--- src/rtl/credit_pkg.sv ---
// credit_pkg: shared types and defaults for the credit vending controller.
//
// Contents:
//   state_e        controller state (ACCUM, VEND, CHANGE)
//   DEF_*          default parameter values for credit_vend_ctrl
//   coin_val()     extracts one channel's value from a packed coin-value vector
package credit_pkg;

    typedef enum logic [1:0] {
        ACCUM,
        VEND,
        CHANGE
    } state_e;

    localparam int              DEF_N_COIN     = 3;
    localparam int              DEF_CREDIT_W   = 8;
    localparam logic [23:0]     DEF_COIN_VAL   = {8'd10, 8'd5, 8'd1};
    localparam int              DEF_PRICE      = 12;
    localparam int              DEF_CREDIT_MAX = 50;
    localparam int              DEF_DB_DEPTH   = 4;

    // Widest value slice and packed bus the helper accepts
    // (8 channels of up to 16 bits each).
    localparam int              VAL_MAX_W      = 16;
    localparam int              VAL_BUS_W      = 8 * VAL_MAX_W;

    // Returns slice [idx*width +: width] of vals, zero-extended to VAL_MAX_W.
    function automatic logic [VAL_MAX_W-1:0] coin_val(
        input logic [VAL_BUS_W-1:0] vals,
        input int unsigned          width,
        input int unsigned          idx
    );
        logic [VAL_BUS_W-1:0] shifted;
        logic [VAL_MAX_W-1:0] mask;
        shifted = vals >> (idx * width);
        mask    = VAL_MAX_W'((32'd1 << width) - 32'd1);
        return shifted[VAL_MAX_W-1:0] & mask;
    endfunction

endpackage

--- src/rtl/coin_debounce.sv ---
// coin_debounce: one coin channel front end.
//
// A 2-flop synchroniser feeds a DB_DEPTH-deep shift register. The debounced
// level sets only when every sample is 1 and clears only when every sample
// is 0; mixed windows hold the previous level.
//
// Ports:
//   clk        clock
//   rst_i      asynchronous active-high reset
//   coin_raw   asynchronous coin-slot level
//   coin_rise  one-cycle pulse, the debounced level is about to rise
//
// DB_DEPTH must be at least 2.
module coin_debounce #(
    parameter int DB_DEPTH = 4
) (
    input  logic clk,
    input  logic rst_i,
    input  logic coin_raw,
    output logic coin_rise
);

    logic                sync1;
    logic                sync2;
    logic [DB_DEPTH-1:0] shreg;
    logic                level;
    logic                all_one;
    logic                all_zero;

    assign all_one  = &shreg;
    assign all_zero = ~|shreg;

    // The rise is taken from the window rather than from the level register
    // so the pending bit upstream is set on the same edge the level rises.
    assign coin_rise = all_one & ~level;

    always_ff @(posedge clk or posedge rst_i) begin
        if (rst_i) begin
            sync1 <= 1'b0;
            sync2 <= 1'b0;
            shreg <= '0;
            level <= 1'b0;
        end else begin
            sync1 <= coin_raw;
            sync2 <= sync1;
            shreg <= {shreg[DB_DEPTH-2:0], sync2};
            if (all_one) begin
                level <= 1'b1;
            end else if (all_zero) begin
                level <= 1'b0;
            end
        end
    end

endmodule

--- src/rtl/credit_vend_ctrl.sv ---
// credit_vend_ctrl: multi-channel coin credit accumulator with fixed-price
// vend and unit-change payback over a req/ack handshake.
//
// Ports:
//   clk, rst_i      clock, asynchronous active-high reset
//   coin_raw_i      asynchronous coin-slot levels, one per channel
//   buy_i           one-cycle buy request
//   cancel_i        one-cycle cancel/refund request (wins over buy_i)
//   change_ack_i    hopper accepted one unit of change
//   credit_o        current credit
//   vend_o          one-cycle dispense pulse
//   short_o         one-cycle pulse, buy refused for insufficient credit
//   change_req_o    unit-change request
//   busy_o          controller is vending or paying change
//   reject_o        one-cycle coin reject pulse
//   reject_ch_o     channel index of the rejected coin
//
// Build option: define COIN_REJECT_EN to reject coins that would push credit
// above CREDIT_MAX; otherwise credit saturates and reject_o/reject_ch_o stay 0.
module credit_vend_ctrl
    import credit_pkg::*;
#(
    parameter int                          N_COIN     = DEF_N_COIN,
    parameter int                          CREDIT_W   = DEF_CREDIT_W,
    parameter logic [N_COIN*CREDIT_W-1:0]  COIN_VAL   = DEF_COIN_VAL,
    parameter int                          PRICE      = DEF_PRICE,
    parameter int                          CREDIT_MAX = DEF_CREDIT_MAX,
    parameter int                          DB_DEPTH   = DEF_DB_DEPTH
) (
    input  logic                clk,
    input  logic                rst_i,
    input  logic [N_COIN-1:0]   coin_raw_i,
    input  logic                buy_i,
    input  logic                cancel_i,
    input  logic                change_ack_i,
    output logic [CREDIT_W-1:0] credit_o,
    output logic                vend_o,
    output logic                short_o,
    output logic                change_req_o,
    output logic                busy_o,
    output logic                reject_o,
    output logic [2:0]          reject_ch_o
);

    state_e              state;
    logic [N_COIN-1:0]   coin_rise;
    logic [N_COIN-1:0]   pending;
    logic [CREDIT_W-1:0] val_tab [N_COIN];

    logic                add_valid;
    logic [N_COIN-1:0]   add_mask;
    logic [CREDIT_W-1:0] add_val;
    logic [CREDIT_W:0]   sum;
    logic                over;
    logic                take_coin;
`ifdef COIN_REJECT_EN
    logic [2:0]          sel_idx;
`endif

    for (genvar g = 0; g < N_COIN; g++) begin : g_coin
        coin_debounce #(
            .DB_DEPTH (DB_DEPTH)
        ) u_db (
            .clk       (clk),
            .rst_i     (rst_i),
            .coin_raw  (coin_raw_i[g]),
            .coin_rise (coin_rise[g])
        );
        assign val_tab[g] = CREDIT_W'(coin_val(VAL_BUS_W'(COIN_VAL), CREDIT_W, g));
    end

    // Lowest-index pending coin wins; scanning downward lets the last hit stick.
    // A buy or cancel in ACCUM takes the cycle, so the coin waits in pending.
    always_comb begin
        add_valid = 1'b0;
        add_mask  = '0;
        add_val   = '0;
`ifdef COIN_REJECT_EN
        sel_idx   = '0;
`endif
        for (int i = N_COIN - 1; i >= 0; i--) begin
            if (pending[i]) begin
                add_valid = 1'b1;
                add_mask  = N_COIN'(1) << i;
                add_val   = val_tab[i];
`ifdef COIN_REJECT_EN
                sel_idx   = 3'(i);
`endif
            end
        end
        sum       = {1'b0, credit_o} + {1'b0, add_val};
        over      = sum > (CREDIT_W+1)'(CREDIT_MAX);
        take_coin = (state == ACCUM) && !buy_i && !cancel_i && add_valid;
    end

`ifndef COIN_REJECT_EN
    assign reject_o    = 1'b0;
    assign reject_ch_o = 3'd0;
`endif

    always_ff @(posedge clk or posedge rst_i) begin
        if (rst_i) begin
            state        <= ACCUM;
            pending      <= '0;
            credit_o     <= '0;
            vend_o       <= 1'b0;
            short_o      <= 1'b0;
            change_req_o <= 1'b0;
            busy_o       <= 1'b0;
`ifdef COIN_REJECT_EN
            reject_o     <= 1'b0;
            reject_ch_o  <= 3'd0;
`endif
        end else begin
            vend_o  <= 1'b0;
            short_o <= 1'b0;
`ifdef COIN_REJECT_EN
            reject_o    <= 1'b0;
            reject_ch_o <= 3'd0;
`endif
            // New rises are ORed in after the clear so none is ever dropped.
            pending <= (pending & ~(take_coin ? add_mask : '0)) | coin_rise;

            case (state)
                ACCUM: begin
                    if (cancel_i) begin
                        if (credit_o != '0) begin
                            state        <= CHANGE;
                            busy_o       <= 1'b1;
                            change_req_o <= 1'b1;
                        end
                    end else if (buy_i) begin
                        if (credit_o >= CREDIT_W'(PRICE)) begin
                            state    <= VEND;
                            busy_o   <= 1'b1;
                            vend_o   <= 1'b1;
                            credit_o <= credit_o - CREDIT_W'(PRICE);
                        end else begin
                            short_o <= 1'b1;
                        end
                    end else if (take_coin) begin
                        if (!over) begin
                            credit_o <= sum[CREDIT_W-1:0];
                        end else begin
`ifdef COIN_REJECT_EN
                            reject_o    <= 1'b1;
                            reject_ch_o <= sel_idx;
`else
                            credit_o    <= CREDIT_W'(CREDIT_MAX);
`endif
                        end
                    end
                end
                // vend_o and the price deduction were issued on entry, so
                // credit here is already the leftover to pay back.
                VEND: begin
                    if (credit_o != '0) begin
                        state        <= CHANGE;
                        change_req_o <= 1'b1;
                    end else begin
                        state  <= ACCUM;
                        busy_o <= 1'b0;
                    end
                end
                CHANGE: begin
                    if (credit_o == '0) begin
                        state        <= ACCUM;
                        busy_o       <= 1'b0;
                        change_req_o <= 1'b0;
                    end else if (change_req_o && change_ack_i) begin
                        credit_o <= credit_o - CREDIT_W'(1);
                        if (credit_o == CREDIT_W'(1)) begin
                            state        <= ACCUM;
                            busy_o       <= 1'b0;
                            change_req_o <= 1'b0;
                        end
                    end
                end
                default: begin
                    state  <= ACCUM;
                    busy_o <= 1'b0;
                end
            endcase
        end
    end

endmodule
--- config.mk ---
export PLATFORM = sky130hd
export DESIGN_NAME = credit_vend_ctrl
export DESIGN_NICKNAME = d
export VERILOG_FILES = /design/src/rtl/credit_pkg.sv /design/src/rtl/coin_debounce.sv /design/src/rtl/credit_vend_ctrl.sv
export SDC_FILE = /design/constraint.sdc
export NUM_CORES = 1
export LEC_CHECK = 0
export ABC_AREA = 1
export CAP_MARGIN = 25
export CORE_UTILIZATION = 55
export CTS_CLUSTER_DIAMETER = 100
export DETAILED_ROUTE_END_ITERATION = 10
export DONT_BUFFER_PORTS = 1
export HOLD_SLACK_MARGIN = 0.03
export PLACE_DENSITY = 0.69
export SLEW_MARGIN = 20
export SYNTH_ARGS = -nofsm -noshare
export SYNTH_HDL_FRONTEND = slang
export SYNTH_SLANG_ARGS = --single-unit
--- constraint.sdc ---
create_clock -name clk -period 4.3 [get_ports clk]
set_input_delay 1.29 -clock clk [delete_from_list [all_inputs] [get_ports clk]]
set_output_delay 1.29 -clock clk [all_outputs]
set_load 0.03 [all_outputs]
After elaboration in Yosys (flattened, before gate mapping)
Cells that the tools add are included.

Flip-flop bits (word level): 38. Bits of input ports: 8. Word-level logic and storage cells: 125. Output and inout bits: 16.

Magnitude comparators: 2. Muxes and demuxes: 53. Reduce and logical (&&, ||, !) cells: 21. Equality and inequality tests: 18. Bitwise gates (word level): 9. $add $sub $neg: 3.

Operators with widths (number): $mux W8 (9); $mux W1 (27); $mux W2 (8); $pmux W8 S2 (1); $reduce_and A4 Y1 (4); $mux W3 (4); $ne A3 B3 Y1 const B (4); $reduce_and A6 Y1 (2); $reduce_or A4 Y1 (3); $ne A2 B2 Y1 const B (5); $add A8 B8 Y9 (1); $gt A9 B6 Y1 const B (1); $ne A3 B2 Y1 const B (3); $eq A8 B1 Y1 const B (1); $ge A8 B4 Y1 const B (1); $logic_not A8 Y1 (1); $reduce_bool A8 Y1 (1); $sub A8 B1 Y8 const B (1); $sub A8 B4 Y8 const B (1); $ne A2 B1 Y1 const B (3); $pmux W1 S3 (2); $pmux W2 S3 (1); $reduce_and A5 Y1 (1); $logic_and A1 B1 Y1 (4); other kinds (12) (17).

Logic depth before layout (Yosys ltp)
Depth after elaboration: 10. Gate-level depth with buffers: 16. Gate-level depth less buffers: 16.

Cells and area by module
Synthesis repeated with hierarchy kept, for this count alone.

Cells, all modules: 274. Area, all modules: 2234.6 µm².

By module, submodules not included: credit_vend_ctrl (area an instance 1611.5 µm², cells an instance 229, seq. area each 425.4 µm², instances 1); coin_debounce (area an instance 207.7 µm², cells an instance 15, seq. area each 175.2 µm², instances 3).

Worst setup path after synthesis
No wires, ideal clock.

Path kind: input port to flip-flop. Start point: input cancel_i. End point: register credit_o[0]. Data required time: 4176 ps. Library setup time: 124 ps. Arrival: 2079 ps. Stages on the path: 9. Path buffers: 1. Setup slack: 2097 ps. Cells stage by stage: inv_1 -> nand2_2 -> nor2_4 -> o21ai_2 -> nand3_1 -> nand3_2 -> buf_6 -> nor3_1 -> a21oi_1.

Cells in the longest elaborated chain, start to end: 5. Elaborated cells between the ends (all ways): 6. Those cells by class: eq/ne (2); reduce/logical (4).

RTL lines: from (decl) (line credit_vend_ctrl.sv:34) `input logic cancel_i,`; $logic_not A1 Y1 (line credit_vend_ctrl.sv:93) `take_coin = (state == ACCUM) && !buy_i && !cancel_i && add_valid;`; $logic_and A1 B1 Y1 (2 in series) (line credit_vend_ctrl.sv:93); $ne A3 B3 Y1 (no source line); $reduce_and A6 Y1 (no source line) *; to (signal assigned) (line credit_vend_ctrl.sv:137) `credit_o <= credit_o - CREDIT_W'(PRICE);`; to (signal assigned) (line credit_vend_ctrl.sv:143) `credit_o <= sum[CREDIT_W-1:0];`; to (signal assigned) (line credit_vend_ctrl.sv:149) `credit_o <= CREDIT_W'(CREDIT_MAX);`; to (decl) (line credit_vend_ctrl.sv:36) `output logic [CREDIT_W-1:0] credit_o,`.

Mark *: on every way between the ends. The rest lies on a longest branch, timed or not. A chain may end at the register's enable or synchronous reset.

Final worst setup path
Start point: register credit_o[0]. End point: register credit_o[0].

Cells in the longest elaborated chain, start to end: 7. Elaborated cells between the ends (all ways): 17. Those cells by class: add/sub (3); order compare (2); eq/ne (2); mux (8); reduce/logical (2).

RTL lines: $add A8 B8 Y9 (line credit_vend_ctrl.sv:91) `sum = {1'b0, credit_o} + {1'b0, add_val};`; $gt A9 B6 Y1 (line credit_vend_ctrl.sv:92) `over = sum > (CREDIT_W+1)'(CREDIT_MAX);`; $mux W8 (line credit_vend_ctrl.sv:142) `if (!over) begin`; $mux W8 (line credit_vend_ctrl.sv:141) `end else if (take_coin) begin`; $mux W8 (line credit_vend_ctrl.sv:132) `end else if (buy_i) begin`; $mux W8 (line credit_vend_ctrl.sv:126) `if (cancel_i) begin`; $pmux W8 S2 (line credit_vend_ctrl.sv:124) `case (state)`.

Several ways; a longest one is shown, not always the timed one. The select of a mux whose other input is x is not followed.

==> results_dict.tcl <==
set metrics [dict create \
    portBuffers 0 \
    cpPeakStageDelay_ps 630 \
    synthTopCellsByCount "47 x nand2_1, 38 x dfrtp_1, 37 x inv_1, 24 x nor2_1, 23 x nand3_1" \
    synthFlopType "dfrtp_1" \
    met3_length_um 208 \
    cpLargestDelayFamily "adder cells" \
    worstSkewPairLatency_ps 290 \
    wl_met1_um 2030 \
    cap_viol_max_count 0 \
    yosysMostFrequentCell "nand2_1" \
    dieArea_um2 4200 \
    yosys.area.top_type_share_pct 43.9 \
    netlist_area_um2 2170 \
    holdBufCountCts 0 \
    cpMaxStageDelayCell "dfrtp_1" \
    criticalPathCategory "register to register" \
    cts_resized 0 \
    synthCells 265 \
    grt_pass1_vias 1603 \
    dr.pass1.iters 4 \
    path_buf_inv 3 \
    clock-root-buffer "clkbuf_8" \
    ir_worst_vdd_mv 0.356 \
    place_congestion 0.841 \
    worst_slack_ps 1910 \
    drt-vias-per-instance 5.42 \
    coreArea_um2 3720 \
    totalWireLength_um 4280 \
    wl_per_cell_um 13.5 \
    cp-end-kind "register" \
    worst_slew_pin_slew_ps 667 \
    io_pins 24 \
    ys_ff_latch 38 \
    route.detailed.drc 0 \
    syn_to_final_growth_pct 5.94 \
    antenna_cells 0 \
    powerDensity_nw_per_um2 802 \
    worstPathArrival_ps 2600 \
    cts_inserted_buffers 5 \
    wl_met2_um 2000 \
    yosysWarnings 0 \
    synthArstFlopShare_pct 100 \
    synth_area_leaders "dfrtp_1 44%, nand2_1 8.1%, inv_1 6.4%" \
    post-cts-setup-buffer-count 0 \
    crit_fanout 6 \
    drt-initial-drc-count 97 \
    avgSynthCellArea_um2 8.18 \
    synth-edff-count 0 \
    overflow 0 \
    track_usage_pct 24.0 \
    place_hpwl_um 3280 \
    hold_viol 0 \
    start_util_pct 58.4 \
    ant_nets 0 \
    die_w_um 64.8 \
    cts_max_level 2 \
    slew_violations 0 \
    r2r_slack_ps 1910 \
    cts_tree "done" \
    antenna_found_initial 0 \
    yosysTopAreaCell "dfrtp_1" \
    setup_tns_ps 0 \
    ys_seq_area_share_pct 43.9 \
    nets 287 \
    preCtsSetupSlack_ps 1850 \
    fin_crit_ps 2390 \
    cp-start-kind "register" \
    yosysUniqueCellTypes 31 \
    final_cell_area_um2 2300 \
    clock_path_buffers 2 \
    cp_cell_sequence "ha_1 -> inv_1 -> fa_1 -> inv_1 -> nand3_1 -> nand2_1 -> nand4_1 -> nand2_1 -> nand2_1 -> inv_1 -> nand4_1 -> a21oi_1" \
    slew_headroom_pct 55.5 \
    grt_pass1_wl_um 7550 \
    setup_viol 0 \
    rows 22 \
    layout-drive-gt1-share_pct 10.7 \
    cellLeakagePower_uw 0.00115 \
    holdCritPathClass "register to register" \
    clkTransAtPathRegs_ps 70 \
    clock-sinks 38 \
    num_vias 1723 \
    status "finished, final reports clean" \
    dpl_cell_area_um2 2170 \
    grt_max_degree 28 \
    required_ps 4510 \
    rsz0062_at_grt "no" \
    period_share_pct 55.7 \
    fmax_ghz 0.418 \
    die_h_um 64.8 \
    holdWs_ps 349 \
    top_layer_used "met4" \
    skew_ps 6.99 \
]
power by group:
part           total (uW)  internal [uW]  switching [uW]
logic                 911            323             588
registers             681            441             240
clock network         250            129             121
worst paths after layout:
check                                     start  cells after the start                      end
min reg2reg                g_coin[1].u_db.sync2                      0  g_coin[1].u_db.shreg[0]
min in group asynchronous                 rst_i                      1                 state[0]
max reg2reg                         credit_o[0]                     12              credit_o[0]
min                        g_coin[1].u_db.sync2                      0  g_coin[1].u_db.shreg[0]
max                                 credit_o[0]                     12              credit_o[0]
max in group asynchronous                 rst_i                      3              credit_o[2]
cell families after synthesis:
group | Yosys count | synth area share [%]
xor+xnor | 2 | 0.808
other cells | 1 | 0.173
simple gates | 129 | 28.7
flops | 38 | 43.9
compound gates | 37 | 9.58
buf+inv | 48 | 10.8
fa+ha+maj | 10 | 6.12
metrics by stage:
step	cells	utilization [%]	power [uW]
detailed placement	309	58.5	1590
CTS	317	61.1	1850
finish	318	61.8	1840
global placement	309	58.5	1580
global route	318	61.8	2020
floorplan	268	-	1440
flip-flops by register name, indices dropped and copies added (netlist names):
register,cells
g_coin.u_db.shreg,12
credit_o,8
g_coin.u_db.level,3
g_coin.u_db.sync1,3
g_coin.u_db.sync2,3
pending,3
state,2
busy_o,1
change_req_o,1
short_o,1
vend_o,1
placed cells by master, fill, tap and decap left out, types with 2 or more instances in the layout:
| cell type | Yosys | layout |
|---|---|---|
| inv_1 | 37 | 36 |
| ha_1 | 9 | 9 |
| clkbuf_8 | 0 | 6 |
| nor2_4 | 4 | 4 |
| nand2_2 | 5 | 5 |
| nor2_1 | 24 | 24 |
| nor2_2 | 2 | 2 |
| dfrtp_1 | 38 | 38 |
| xor2_1 | 2 | 2 |
| buf_4 | 4 | 2 |
| a21oi_1 | 13 | 13 |
| o21ai_0 | 19 | 19 |
| nand4_1 | 10 | 10 |
| nor3_1 | 7 | 7 |
| nor4_1 | 3 | 3 |
| nand2_1 | 47 | 47 |
| conb_1 | 1 | 4 |
| nand3_1 | 23 | 23 |
layer usage:
metal	GRT usage, %	up-vias
met5	0	-
met3	4.93	6
met1	33.3	801
met4	8.61	0
met2	37.0	47
li1	-	869
cell type report:
class	count	area (um^2)
tap	48	60.1
clock buffer	6	82.6
clock inverter	2	12.5
multi-input combinational	182	995
timing repair buffer	3	42.5
inverter	39	154
fill	346	1420
sequential	38	951
Note: power is estimated with default switching activity, not from simulation.
